[config.mk]
export PLATFORM = sky130hd
export DESIGN_NAME = ascon_perm_unit
export DESIGN_NICKNAME = d
export VERILOG_FILES = /design/src/rtl/ascon_perm_unit.sv
export SDC_FILE = /design/constraint.sdc
export NUM_CORES = 2
export LEC_CHECK = 0
export BUFFER_PORTS_ARGS = -buffer_cell sky130_fd_sc_hd__buf_4
export CAP_MARGIN = 20
export CORE_ASPECT_RATIO = 1.4
export CORE_UTILIZATION = 25
export CTS_CLUSTER_DIAMETER = 80
export DETAILED_ROUTE_END_ITERATION = 7
export GPL_ROUTABILITY_DRIVEN = 1
export SETUP_SLACK_MARGIN = 0.15
export SYNTH_ARGS = -nofsm -noshare
export SYNTH_HDL_FRONTEND = slang
export SYNTH_SLANG_ARGS = --single-unit
[constraint.sdc]
create_clock -name clk -period 25.4 [get_ports clk]
set_clock_uncertainty 0.15 [all_clocks]
set_input_delay 2.54 -clock clk [delete_from_list [all_inputs] [get_ports clk]]
set_output_delay 2.54 -clock clk [all_outputs]
set_load 0.02 [all_outputs]
[src/rtl/ascon_perm_unit.sv]
// Iterative ASCON-p permutation, one round per clock.
// Ports: clk/rst, start+round_count+x*_in request; x*_out, busy, done, round_idx.
module ascon_perm_unit #(
  parameter int MAX_ROUNDS = 12
) (
  input  logic        clk,
  input  logic        rst,
  input  logic        start,
  input  logic [3:0]  round_count,
  input  logic [63:0] x0_in,
  input  logic [63:0] x1_in,
  input  logic [63:0] x2_in,
  input  logic [63:0] x3_in,
  input  logic [63:0] x4_in,
  output logic [63:0] x0_out,
  output logic [63:0] x1_out,
  output logic [63:0] x2_out,
  output logic [63:0] x3_out,
  output logic [63:0] x4_out,
  output logic        busy,
  output logic        done,
  output logic [3:0]  round_idx
);

  typedef logic [4:0][63:0] st_t;
  typedef enum logic {IDLE, RUN} state_t;

  localparam logic [3:0] MAXR = 4'(MAX_ROUNDS);

  state_t     state_q, state_d;
  st_t        x_q, x_in, rnd_in, rnd_out;
  logic [3:0] remaining_q;
  logic [3:0] a_eff;
  logic [3:0] rnd_idx;

  function automatic logic [63:0] ror(
    input logic [63:0] x,
    input int          r
  );
    return (x >> r) | (x << (64 - r));
  endfunction

  function automatic st_t ascon_round(
    input st_t        s,
    input logic [3:0] i
  );
    logic [63:0] x0, x1, x2, x3, x4;
    logic [63:0] t0, t1, t2, t3, t4;
    st_t         r;
    x0 = s[0];
    x1 = s[1];
    x2 = s[2] ^ {56'd0, 4'hF - i, i};
    x3 = s[3];
    x4 = s[4];
    x0 = x0 ^ x4;
    x4 = x4 ^ x3;
    x2 = x2 ^ x1;
    t0 = ~x0 & x1;
    t1 = ~x1 & x2;
    t2 = ~x2 & x3;
    t3 = ~x3 & x4;
    t4 = ~x4 & x0;
    x0 = x0 ^ t1;
    x1 = x1 ^ t2;
    x2 = x2 ^ t3;
    x3 = x3 ^ t4;
    x4 = x4 ^ t0;
    x1 = x1 ^ x0;
    x0 = x0 ^ x4;
    x3 = x3 ^ x2;
    x2 = ~x2;
    r[0] = x0 ^ ror(x0, 19) ^ ror(x0, 28);
    r[1] = x1 ^ ror(x1, 61) ^ ror(x1, 39);
    r[2] = x2 ^ ror(x2, 1) ^ ror(x2, 6);
    r[3] = x3 ^ ror(x3, 10) ^ ror(x3, 17);
    r[4] = x4 ^ ror(x4, 7) ^ ror(x4, 41);
    return r;
  endfunction

  assign x_in  = {x4_in, x3_in, x2_in, x1_in, x0_in};
  assign a_eff = (round_count > MAXR) ? MAXR : round_count;

  // The first round is folded into the accepting edge.
  assign rnd_in  = (state_q == IDLE) ? x_in : x_q;
  assign rnd_idx = (state_q == IDLE) ? 4'd12 - a_eff : round_idx;
  assign rnd_out = ascon_round(rnd_in, rnd_idx);

  always_ff @(posedge clk or posedge rst) begin
    if (rst) state_q <= IDLE;
    else     state_q <= state_d;
  end

  always_comb begin
    state_d = state_q;
    unique case (state_q)
      IDLE: if (start && a_eff > 4'd1) state_d = RUN;
      RUN:  if (remaining_q == 4'd1)   state_d = IDLE;
      default: state_d = IDLE;
    endcase
  end

  always_comb begin
    busy = (state_q == RUN);
  end

  always_ff @(posedge clk or posedge rst) begin
    if (rst) begin
      x_q         <= '0;
      remaining_q <= '0;
      round_idx   <= '0;
      done        <= 1'b0;
    end else begin
      done <= 1'b0;
      unique case (state_q)
        IDLE: begin
          if (start) begin
            if (a_eff == 4'd0) begin
              x_q  <= x_in;
              done <= 1'b1;
            end else begin
              x_q         <= rnd_out;
              remaining_q <= a_eff - 4'd1;
              round_idx   <= 4'd13 - a_eff;
              done        <= (a_eff == 4'd1);
            end
          end
        end
        RUN: begin
          x_q         <= rnd_out;
          round_idx   <= round_idx + 4'd1;
          remaining_q <= remaining_q - 4'd1;
          done        <= (remaining_q == 4'd1);
        end
        default: ;
      endcase
    end
  end

  assign x0_out = x_q[0];
  assign x1_out = x_q[1];
  assign x2_out = x_q[2];
  assign x3_out = x_q[3];
  assign x4_out = x_q[4];

endmodule

==> summary.txt <==
Clock network
  • CTS Buf Count: 46
  • Root Driver: clkbuf_16
  • H-tree depth: 2
  • Clk sinks: 330
  • CTS tree: built
  • Post-CTS Setup Inserts: 0
  • Clock Latency Late Sink: 0.66 ns
  • CTS clock-pin slew for the worst setup and hold paths: 0.06 ns
  • Post-CTS sizing: 0
  • Max clock buf depth: 3
  • Cts hold-fix bufs: 0

Critical path
  • Largest stage delay, worst path: 0.80 ns
  • Worst Path Arrival: 6.55 ns
  • Cells on worst reg2reg path: 10
  • CP startpoint kind: input pin
  • Crit path cell chain: buf_4 > nand2_1 > nand2_1 > ha_1 > and2_4 > buf_4 > buf_4 > buf_4 > and3_1 > a21oi_1 > o21ai_1
  • Critical path endpoint category: flop
  • Reg2Reg Setup Slack: 19.30 ns
  • Critical path data required time: 25.81 ns
  • Worst Path Max Fanout: 75
  • Crit Path Class: input pin to flop
  • FF-to-FF End: x3_out[34]
  • Critical R2R Launch: busy
  • Slowest CP cell: buf_4
  • Top cell by count, worst path: buf_4

Synth
  • Gate Count Post-Synth: 3438
  • Top cell type's share of synthesized area: 0.232
  • Mapped cell area: 35600 um^2
  • Yosys reg bits: 330
  • Prevailing post-synth register cell: dfrtp_1
  • Synth top cells by count: xnor2_1, dfrtp_1, a21oi_1, mux2i_1, o21ai_0
  • Synthesized area per cell: 10.3 um^2
  • EDFF count, synth: 0
  • Synth top area cells: dfrtp_1, xnor2_1, xnor3_1, mux2i_1, xor2_1
  • Cell taking the most area after synthesis: dfrtp_1
  • Most frequent cell after synthesis: xnor2_1
  • Warnings, synthesis: 0
  • Seq/Total Area, Yosys: 0.232
  • Distinct cell type count after synthesis: 57
  • FFs w/ async S/R, synth: 1.00
  • Net Count, Synth: 3900

Min path
  • End of the worst hold path: x2_out[29]
  • Hold path cells: 2
  • HP Class: flop to flop
  • Min-delay src: x2_out[29]

Floorplanning
  • Initial Util: 0.252
  • Die Wd: 321 um
  • Num ports: 653
  • Die area: 144000 um^2
  • Core area: 141000 um^2
  • Std cell rows: 163
  • Chip height: 448 um

Route
  • Final ANT Viol Nets: 0
  • Residual DRC count: 0
  • Routed vias: 31032
  • Routed wire length: 203 mm
  • WL/cell: 34.1 um
  • TritonRoute pass-1 iters: 5
  • Initial DRC Count: 3007
  • Vias per cell: 5.22

Placed design
  • Placed cell area: 42200 um^2
  • Routability congestion estimate: 1.09
  • Detailed placement HPWL: 167 mm
  • Input/output buffers: 652
  • Placed insts: 5842

Finish
  • Final net count: 4456
  • Design area: 43800 um^2
  • Register area: 8260 um^2
  • Final non-filler cell total: 5946
  • FILL cells: 14858
  • Multi-input logic area: 26200 um^2
  • Layout cell share with drive strength beyond 1: 0.284
  • Area Growth Syn to Fin: 23.1%

Run
  • Max Cap Viol: 0

Global route
  • Pin count of the biggest net entering global routing: 172
  • Initial antenna violation count: 44
  • Vias in the first global route: 30236
  • GR Overflow Total: 0
  • First-pass GRT wire length: 268 mm
  • Gr usage total: 0.274

STA
  • Worst rel slew slack: 0.153
  • Least-Margin Pin Slew: 1.26 ns
  • RSZ-0062 raised after global routing: false
  • Final Hold Vio Count: 0
  • Slew Limit Fails: 0
  • Min Tclk post-route: 6.14 ns
  • Fin crit share: 0.242
  • Final hold slack: 0.355 ns
  • Final setup viols: 0
  • Fmax: 0.163 GHz
  • Fin Setup TNS: 0 ns

Outcome
  • Outcome: complete, no violations
[cells by family after synthesis]
kind of cell	Yosys count	share of synthesized area
xor+xnor	1046	0.350
flops	330	0.232
buf+inv	202	0.0325
fa+ha+maj	199	0.0675
simple gates	547	0.0775
compound gates	667	0.0989
mux	447	0.141
[state kept, by name, summed over array words and instances (netlist names)]
| name | flops |
|---|---|
| x0_out | 64 |
| x1_out | 64 |
| x2_out | 64 |
| x3_out | 64 |
| x4_out | 64 |
| remaining_q | 4 |
| round_idx | 4 |
| busy | 1 |
| done | 1 |
[through the flow]
step / utilization / setup slack (ns)
floorplan: - / 13.57
global placement: 0.299 / 18.81
detailed placement: 0.299 / 18.73
CTS: 0.310 / 19.34
global route: 0.310 / 19.13
finish: 0.310 / 19.26
[critical path: cells and delay by family]
family / cells / cell delay [ns]
buf+inv: 4 / 2.43
simple gates: 4 / 0.88
fa+ha+maj: 1 / 0.36
compound gates: 2 / 0.16
[area by class of cell]
type	count	share of cell area
repair buffers	700	0.121
well taps	1897	0.0542
diodes	18	0.00103
clock buffers	63	0.0308
inverters	10	0.00103
flip-flops and latches	330	0.189
multi-input cells	2906	0.598
clock inverters	22	0.00531
[metal layers]
metal | vias to the layer above | track usage | share of wire | wire length, um
met4 | 46 | 0.175 | 0.070 | 14200
met5 | - | 0 | 0.0014 | 286
met1 | 15605 | 0.324 | 0.37 | 75200
met3 | 462 | 0.0753 | 0.10 | 20400
met2 | 1765 | 0.437 | 0.46 | 92700
li1 | 13154 | - | - | -
[layout by cell type, fill, tap and decap left out, drive strengths merged, types with 11 or more instances in the layout]
master,n
xnor2,605
buf,700
and3,173
or3,30
mux2,180
nor2b,63
diode,18
mux2i,265
nand2,207
xnor3,191
maj3,64
ha,135
inv,11
clkbuf,63
o22ai,52
clkinv,14
nor2,57
o21ai,334
dfrtp,330
a21oi,251
xor2,247
[how the worst max path moves through the flow]
stage	start	slack, ns	depth (start not counted)	endpoint
after floorplan	rst	13.57	1	busy
after global placement	round_count[0]	18.81	10	x4_out[42]
after detailed placement	round_count[2]	18.73	11	x0_out[42]
after CTS	busy	19.34	10	x3_out[34]
after global routing	round_count[2]	19.13	11	x0_out[45]
final	round_count[2]	19.26	11	x4_out[38]
Power is not shown: default switching activity piles up to over one toggle a cycle in this logic, so the estimate is an artifact.
